<file path="src/rtl/move_sequencer.sv">
`default_nettype none
// ============================================================================
// Module   : move_sequencer
// Purpose  : Grid movement sequencer. Accepts a move request, reads the
//            target map row, checks the wall bit and commits or rejects the
//            new tile. Owns the player position and the current map id, and
//            rate-limits moves with a fixed cooldown.
// Revision : 1.0 - initial release
// ============================================================================
module move_sequencer #(
  parameter int MAP_W    = 20,
  parameter int MAP_H    = 15,
  parameter int START_X  = 1,
  parameter int START_Y  = 1,
  parameter int COOLDOWN = 8
) (
  input  logic             clk_i,
  input  logic             reset_i,
  input  logic             move_req_i,
  input  logic [2:0]       move_dir_i,
  input  logic [1:0]       map_sel_i,
  output logic [1:0]       map_id_o,
  output logic             map_rd_en_o,
  output logic [3:0]       map_row_addr_o,
  input  logic [MAP_W-1:0] map_row_data_i,
  output logic [4:0]       pos_x_o,
  output logic [4:0]       pos_y_o,
  output logic             busy_o,
  output logic             move_done_o,
  output logic             blocked_o
);

  typedef enum logic [1:0] {
    ST_IDLE = 2'd0,
    ST_REQ  = 2'd1,
    ST_WAIT = 2'd2,
    ST_COOL = 2'd3
  } state_t;

  localparam logic [4:0]  c_start_x  = 5'(START_X);
  localparam logic [4:0]  c_start_y  = 5'(START_Y);
  localparam logic [5:0]  c_map_w    = 6'(MAP_W);
  localparam logic [5:0]  c_map_h    = 6'(MAP_H);
  localparam logic [15:0] c_cooldown = 16'(COOLDOWN);
  // With no cooldown the attempt returns straight to IDLE.
  localparam state_t      c_after    = (COOLDOWN == 0) ? ST_IDLE : ST_COOL;

  state_t      state_q, state_d;
  logic [1:0]  map_id_q, map_id_d;
  logic [4:0]  pos_x_q, pos_x_d, pos_y_q, pos_y_d;
  logic [4:0]  tx_q, tx_d, ty_q, ty_d;
  logic        rd_en_q, rd_en_d;
  logic [3:0]  row_addr_q, row_addr_d;
  logic        done_q, done_d;
  logic        blocked_q, blocked_d;
  logic [15:0] cnt_q, cnt_d;

  logic [4:0]  w_tx, w_ty;
  logic        w_dir_ok, w_oob, w_wall;

  // Candidate target tile from the current position; 5-bit wrap makes x-1 at 0 land out of bounds.
  always_comb begin
    w_tx     = pos_x_q;
    w_ty     = pos_y_q;
    w_dir_ok = 1'b1;
    case (move_dir_i)
      3'b100:  w_tx = pos_x_q + 5'd1;
      3'b001:  w_ty = pos_y_q - 5'd1;
      3'b010:  w_tx = pos_x_q - 5'd1;
      3'b011:  w_ty = pos_y_q + 5'd1;
      default: w_dir_ok = 1'b0;
    endcase
    w_oob = ({1'b0, w_tx} >= c_map_w) || ({1'b0, w_ty} >= c_map_h);
  end

  // Wall bit of the latched target column within the returned row word.
  always_comb begin
    w_wall = 1'b0;
    for (int i = 0; i < MAP_W; i++) begin
      if (tx_q == 5'(i)) w_wall = map_row_data_i[i];
    end
  end

  // Next-state and registered-output logic; pulses and read strobe default low.
  always_comb begin
    state_d    = state_q;
    map_id_d   = map_id_q;
    pos_x_d    = pos_x_q;
    pos_y_d    = pos_y_q;
    tx_d       = tx_q;
    ty_d       = ty_q;
    rd_en_d    = 1'b0;
    row_addr_d = row_addr_q;
    done_d     = 1'b0;
    blocked_d  = 1'b0;
    cnt_d      = cnt_q;
    case (state_q)
      ST_IDLE: begin
        if (map_sel_i != map_id_q) begin
          map_id_d = map_sel_i;
          pos_x_d  = c_start_x;
          pos_y_d  = c_start_y;
        end else if (move_req_i && w_dir_ok) begin
          if (w_oob) begin
            blocked_d = 1'b1;
            state_d   = c_after;
            cnt_d     = c_cooldown;
          end else begin
            tx_d       = w_tx;
            ty_d       = w_ty;
            rd_en_d    = 1'b1;
            row_addr_d = w_ty[3:0];
            state_d    = ST_REQ;
          end
        end
      end
      ST_REQ: state_d = ST_WAIT;
      ST_WAIT: begin
        if (w_wall) begin
          blocked_d = 1'b1;
        end else begin
          done_d  = 1'b1;
          pos_x_d = tx_q;
          pos_y_d = ty_q;
        end
        state_d = c_after;
        cnt_d   = c_cooldown;
      end
      ST_COOL: begin
        if (cnt_q != 16'd0) cnt_d = cnt_q - 16'd1;
        if (cnt_q <= 16'd1) state_d = ST_IDLE;
      end
      default: state_d = ST_IDLE;
    endcase
  end

  // State and datapath registers with synchronous reset.
  always_ff @(posedge clk_i) begin
    if (reset_i) begin
      state_q    <= ST_IDLE;
      map_id_q   <= 2'd0;
      pos_x_q    <= c_start_x;
      pos_y_q    <= c_start_y;
      tx_q       <= 5'd0;
      ty_q       <= 5'd0;
      rd_en_q    <= 1'b0;
      row_addr_q <= 4'd0;
      done_q     <= 1'b0;
      blocked_q  <= 1'b0;
      cnt_q      <= 16'd0;
    end else begin
      state_q    <= state_d;
      map_id_q   <= map_id_d;
      pos_x_q    <= pos_x_d;
      pos_y_q    <= pos_y_d;
      tx_q       <= tx_d;
      ty_q       <= ty_d;
      rd_en_q    <= rd_en_d;
      row_addr_q <= row_addr_d;
      done_q     <= done_d;
      blocked_q  <= blocked_d;
      cnt_q      <= cnt_d;
    end
  end

  assign map_id_o       = map_id_q;
  assign map_rd_en_o    = rd_en_q;
  assign map_row_addr_o = row_addr_q;
  assign pos_x_o        = pos_x_q;
  assign pos_y_o        = pos_y_q;
  assign busy_o         = (state_q != ST_IDLE);
  assign move_done_o    = done_q;
  assign blocked_o      = blocked_q;

endmodule
`default_nettype wire

</file>
<file path="config.mk">
export PLATFORM = sky130hd
export DESIGN_NAME = move_sequencer
export DESIGN_NICKNAME = d
export VERILOG_FILES = /design/src/rtl/move_sequencer.sv
export SDC_FILE = /design/constraint.sdc
export NUM_CORES = 1
export LEC_CHECK = 0
export ABC_AREA = 1
export CELL_PAD_IN_SITES_DETAIL_PLACEMENT = 1
export CELL_PAD_IN_SITES_GLOBAL_PLACEMENT = 2
export CORE_MARGIN = 3
export CORE_UTILIZATION = 29
export CTS_CLUSTER_DIAMETER = 40
export DETAILED_ROUTE_END_ITERATION = 10
export GPL_TIMING_DRIVEN = 0
export PLACE_DENSITY = 0.79
export SLEW_MARGIN = 20
export SYNTH_ARGS = -nofsm -noshare
export SYNTH_HDL_FRONTEND = slang
export SYNTH_SLANG_ARGS = --single-unit
</file>
<file path="constraint.sdc">
create_clock -name clk_i -period 3.3 [get_ports clk_i]
set_input_delay 0.66 -clock clk_i [delete_from_list [all_inputs] [get_ports clk_i]]
set_output_delay 0.66 -clock clk_i [all_outputs]
set_load 0.01 [all_outputs]
</file>
---- Yosys cells after proc, flatten, opt, wreduce, memory -nomap -nowiden ----
Index checks and enable logic that the tools add are counted.
storage, ports and cells
  bits in registers ....................... 47
  input port bits ......................... 28
  logic and storage cells ................. 119
operators by class
  bitwise gates (word level) .............. 5
  eq/ne operators ......................... 34
  add/subtract/negate cells ............... 5
  multiplexer cells ....................... 45
  magnitude comparators ................... 3
  reductions and logical operators ........ 16
operators by type and width
  kind                     number
  $mux W16                 4
  $pmux W16 S3             1
  $eq A5 B4 Y1 const B     8
  $pmux W5 S2              4
  $mux W1                  27
  $eq A5 B3 Y1 const B     4
  $eq A5 B5 Y1 const B     4
  $le A16 B1 Y1 const B    1
  $reduce_bool A16 Y1      1
  $sub A16 B1 Y16 const B  1
  $mux W5                  3
  $ne A2 B2 Y1 const B     7
  $add A5 B1 Y5 const B    2
  $eq A5 B2 Y1 const B     2
  $sub A5 B1 Y5 const B    2
  $mux W2                  4
  $pmux W2 S4              1
  $reduce_or A4 Y1         2
  $eq A3 B2 Y1 const B     2
  $reduce_and A3 Y1        2
  $eq A5 B1 Y1 const B     1
  $ge A5 B4 Y1 const B     1
  $ge A5 B5 Y1 const B     1
  $logic_not A5 Y1         1
  16 further kinds         22

---- Longest topological paths before layout ----
  depth in word-level cells ............... 23
  mapped depth ............................ 24
  gate-level depth less buffers ........... 24

---- Least setup slack after synthesis ----
OpenSTA, ideal clock, no wires.
  path kind ............................... in2reg
  start ................................... input port move_dir_i[2]
  end ..................................... register cnt_q[6]
  setup slack ............................. 0.329 ns
  data arrival time ....................... 2.853 ns
  stages on the path ...................... 22
  library setup time ...................... 0.117 ns
  path buffers ............................ 0
  cells stage by stage .................... inv_2 -> nand2_2 -> inv_2 -> nand2_1 -> inv_2 -> fa_1 -> or2_1 -> nand2_1 -> a21oi_1 -> o21ai_1 -> o21ai_1 -> xor2_1 -> nand2_2 -> nor2_4 -> nand2_4 -> nand2_4 -> nor2_8 -> nand2_1 -> nor2_1 -> nand2_1 -> o21ai_1 -> a21oi_1
between the ends
  cells in the longest elaborated chain, start to end .. 6
  elaborated cells between the ends (all ways) .. 15
RTL lines
  what                                                       RTL line  RTL
  start, declared                                            20        input logic [2:0] move_dir_i,
  $eq A3 B2 Y1 (tied with other cells)                       66        case (move_dir_i)
  $pmux W5 S2 or $reduce_or A4 Y1 (tied branches)            -
  $ge A5 B5 Y1 (tied with other cells)                       73        w_oob = ({1'b0, w_tx} >= c_map_w) || ({1'b0, w_ty} >= c_map_h);
  $logic_or A1 B1 Y1 or $logic_and A1 B1 Y1 (tied branches)  73, 103
  $ne A2 B2 Y1 (no source line)                              -
  $reduce_and A5 Y1 (no source line) *                       -
  end signal, assigned                                       162       cnt_q <= cnt_d;
  end, declared                                              56        logic [15:0] cnt_q, cnt_d;
Mark *: on every way between the ends. The rest lies on a longest branch, timed or not.
A chain may end at the register's enable or synchronous reset.

---- Worst setup path after layout ----
  start ................................... input port move_dir_i[2]
  end ..................................... register cnt_q[11]
The elaborated chain is that of the path after synthesis.

==> results.yml <==
flow_run:
  max_cap_viol_count: 0
global_routing:
  grt_pass1_vias: 2960
  grt_pass1_wl_mm: 14.0
  global_route.overflow_total: 0
  groute.usage.overall_pct: 15.2
  grt_max_degree: 15
  antenna_found_initial: 0
sta:
  worst_slew_slack_as_a_fraction_of_its_limit_pct: 59.1
  timing_max_transition_violations_final: 0
  worst_slew_pin_slew_ps: 609
  final-setup-viol-count: 0
  setup_repair_after_global_routing_missed_its_margin: "false"
  max_clock_freq_mhz: 330
  timing.final.ws_setup_ps: 272
  timing.final.crit_period_ps: 3030
  fin_crit_sh_pct: 91.8
  timing.final.hold_violations: 0
  final.setup_skew_ps: 13.8
placed_design:
  detailedPlace.worstSlack_ps: -644
  hpwl_mm: 6.27
  port_buffers: 47
  finalWeightedCongestion: 0.778
power:
  power.density_cell_area_nw_per_um2: 923
  vdd_drop_max_mv: 0.329
  total_leakage_power_nw: 1.70
detailed_routing:
  drcViolationCount: 0
  detailedRoute.firstPassIterationCount: 4
  avgViaCountPerCell: 4.57
  num_vias: 2812
  route.antenna.remaining_nets: 0
  route.final.wire_length_mm: 8.22
  drt_iter0_drc: 70
  drt-wirelength-per-cell_um: 13.4
critical_path:
  max_incr_delay_on_cp_ps: 380
  crit_path_cell_trace: "dlymetal6s2s_1, inv_2, nand2_4, inv_6, nand2_4, inv_4, fa_2, or2_1, nand2_1, a21oi_2, o21ai_1, o21ai_1, xor2_1, nand2_2, nor2_4, nand2_4, nand2_4, nor2_8, nand4_4, or2_1, a21oi_2"
  family_with_the_most_delay_on_the_worst_path: "simple AND/OR/NAND/NOR gates"
  worstSetupPathType: "input pin to register"
  critPathRequiredTime_ps: 3550
  critical_path_peak_fanout: 7
  worst-path-buf-inv: 4
  crit_path_frequent_cell: "nand2_4"
  timing.critical_path.slowest_stage_cell: "fa_2"
  timing.critical_path.from_type: "input pin"
  critical_path.endpoint_type: "register"
  cp_data_arrival_time_ps: 3280
outcome:
  status: "completed"
logic_synthesis:
  number_of_standard_cells_after_synthesis: 425
  synthesis.nets: 467
  synth_top_area_cell: "dfxtp_1"
  synth.lib_cells_used.distinct: 38
  yosysSeqAreaShare_pct: 30.0
  post_synth_main_area_contributors: "dfxtp_1, nand2_1, inv_1, nor2_1, a21oi_1"
  ys.warnings.count: 0
  ys_seq_elements: 43
  syn_area_per_cell_um2: 6.74
  post_synth_instance_area_um2: 2870
  portion_of_synthesized_cell_area_occupied_by_the_leading_cell_type_pct: 30.0
clock_network:
  numCtsBuffers: 5
  ctsLongestPathBuffers: 2
  path_clk_slew_ps: 90
  cts_num_sinks: 43
  cts_tree: "yes"
  cts-htree-levels: 2
  clockRootBuffer: "clkbuf_8"
  clk_latency_ps: 310
floorplanning:
  floorplan.core_area_um2: 9420
  die_area_um2: 11100
  floorplan.io_pins: 48
  die_width_um: 105
  effective_utilization_at_floorplan_pct: 30.4
  chipHeight_um: 105
  num_rows: 35
final_layout:
  fill_cells: 1198
  layout.cells.most_common: "nand2_1"
  layout.cells.most_common_list: "nand2_1, inv_1, nor2_1"
  layout.nets: 527
  ratio_of_cells_with_drive_above_1_in_the_final_layout_pct: 17.7
  syn_to_final_growth_pct: 31.6
  fin_util_pct: 40.0
  antennaDiodeCount: 0
worst_hold_path:
  worst_hold_path_type: "register to register"
state kept, by name (all words and copies together) (netlist names):
signal	count
cnt_q	16
pos_x_o	5
pos_y_o	5
tx_q	5
ty_q	5
map_id_o	2
state_q	2
blocked_o	1
map_rd_en_o	1
move_done_o	1
path summary, 6_finish.rpt:
| path | start | endpoint | slack (ps) | cells past startpoint |
|---|---|---|---|---|
| max | move_dir_i[2] | cnt_q[11] | 270 | 21 |
| min | ty_q[4] | ty_q[4] | 470 | 2 |
| max reg2reg | pos_x_o[0] | cnt_q[11] | 500 | 15 |
| min reg2reg | ty_q[4] | ty_q[4] | 470 | 2 |
power breakdown:
group	internal [mW]	switching, mW	leakage [nW]
Sequential	0.698	0.170	0.351
Combinational	0.838	1.35	1.29
Clock	0.226	0.200	0.0581
tightest hold or removal path, delay by kind of cell (launching register included):
kind,cells,cell delay (ps)
buffers and inverters,1,40
flip-flops,1,320
AND/OR/NAND/NOR,1,80
cell families after synthesis:
kind of cell,count (synthesis),share of synthesized area (%)
AO/OA/AOI/OAI,77,14.0
AND/OR/NAND/NOR,200,34.7
XOR/XNOR,10,3.06
buffers and inverters,81,11.5
flip-flops,43,30.0
adder cells (fa/ha/maj),14,6.64
area by class of cell:
class | instances | area (um^2) | area share [%]
clock inverters | 3 | 43.8 | 1.16
repair buffers | 53 | 508 | 13.5
well taps | 129 | 161 | 4.28
flip-flops and latches | 43 | 861 | 22.8
inverters | 70 | 275 | 7.30
clock buffers | 5 | 68.8 | 1.83
multi-input cells | 301 | 1790 | 47.4
plain buffers | 11 | 66.3 | 1.76
cell usage after synthesis, drive strengths merged:
cell / instances
nand2: 92
inv: 67
nor2: 54
dfxtp: 43
o21ai: 39
a21oi: 31
nand3: 27
nor3: 13
ha: 12
xor2: 9
or2: 8
buf: 7
nand4: 5
clkbuf: 4
a31oi: 3
clkinv: 3
a31o: 2
fa: 2
a21boi: 1
nand3b: 1
o31ai: 1
xnor2: 1
routing by layer:
layer  up-vias  routed length [um]  track usage [%]
met5         -                   0                0
met4         0                  97             3.37
met3         8                 301             2.82
met2        41                3720             24.9
met1      1293                4110             20.7
li1       1470                   -                -
stage by stage:
step           hold slack (ps)  total power [mW]  setup TNS [ps]  instance area, um^2  cells
2_1_floorplan              436              2.28               0                 2870    425
3_3_place_gp               447              2.82          -11310                 3500    601
3_5_place_dp               469              2.86          -12410                 3500    601
4_1_cts                    485              3.43               0                 3690    610
5_1_grt                    523              3.86               0                 3770    615
6_report                   472              3.48               0                 3770    615
timing repair:
action / 4_1_cts / 5_1_grt
endpoints found under the hold margin: 0 / 0
hold buffers: 0 / 0
gates resized for setup: 21 / 18
setup buffers: 1 / 5
setup endpoints to repair: 25 / 24
pin swaps: 4 / 10
(Power assumes the default switching activity.)
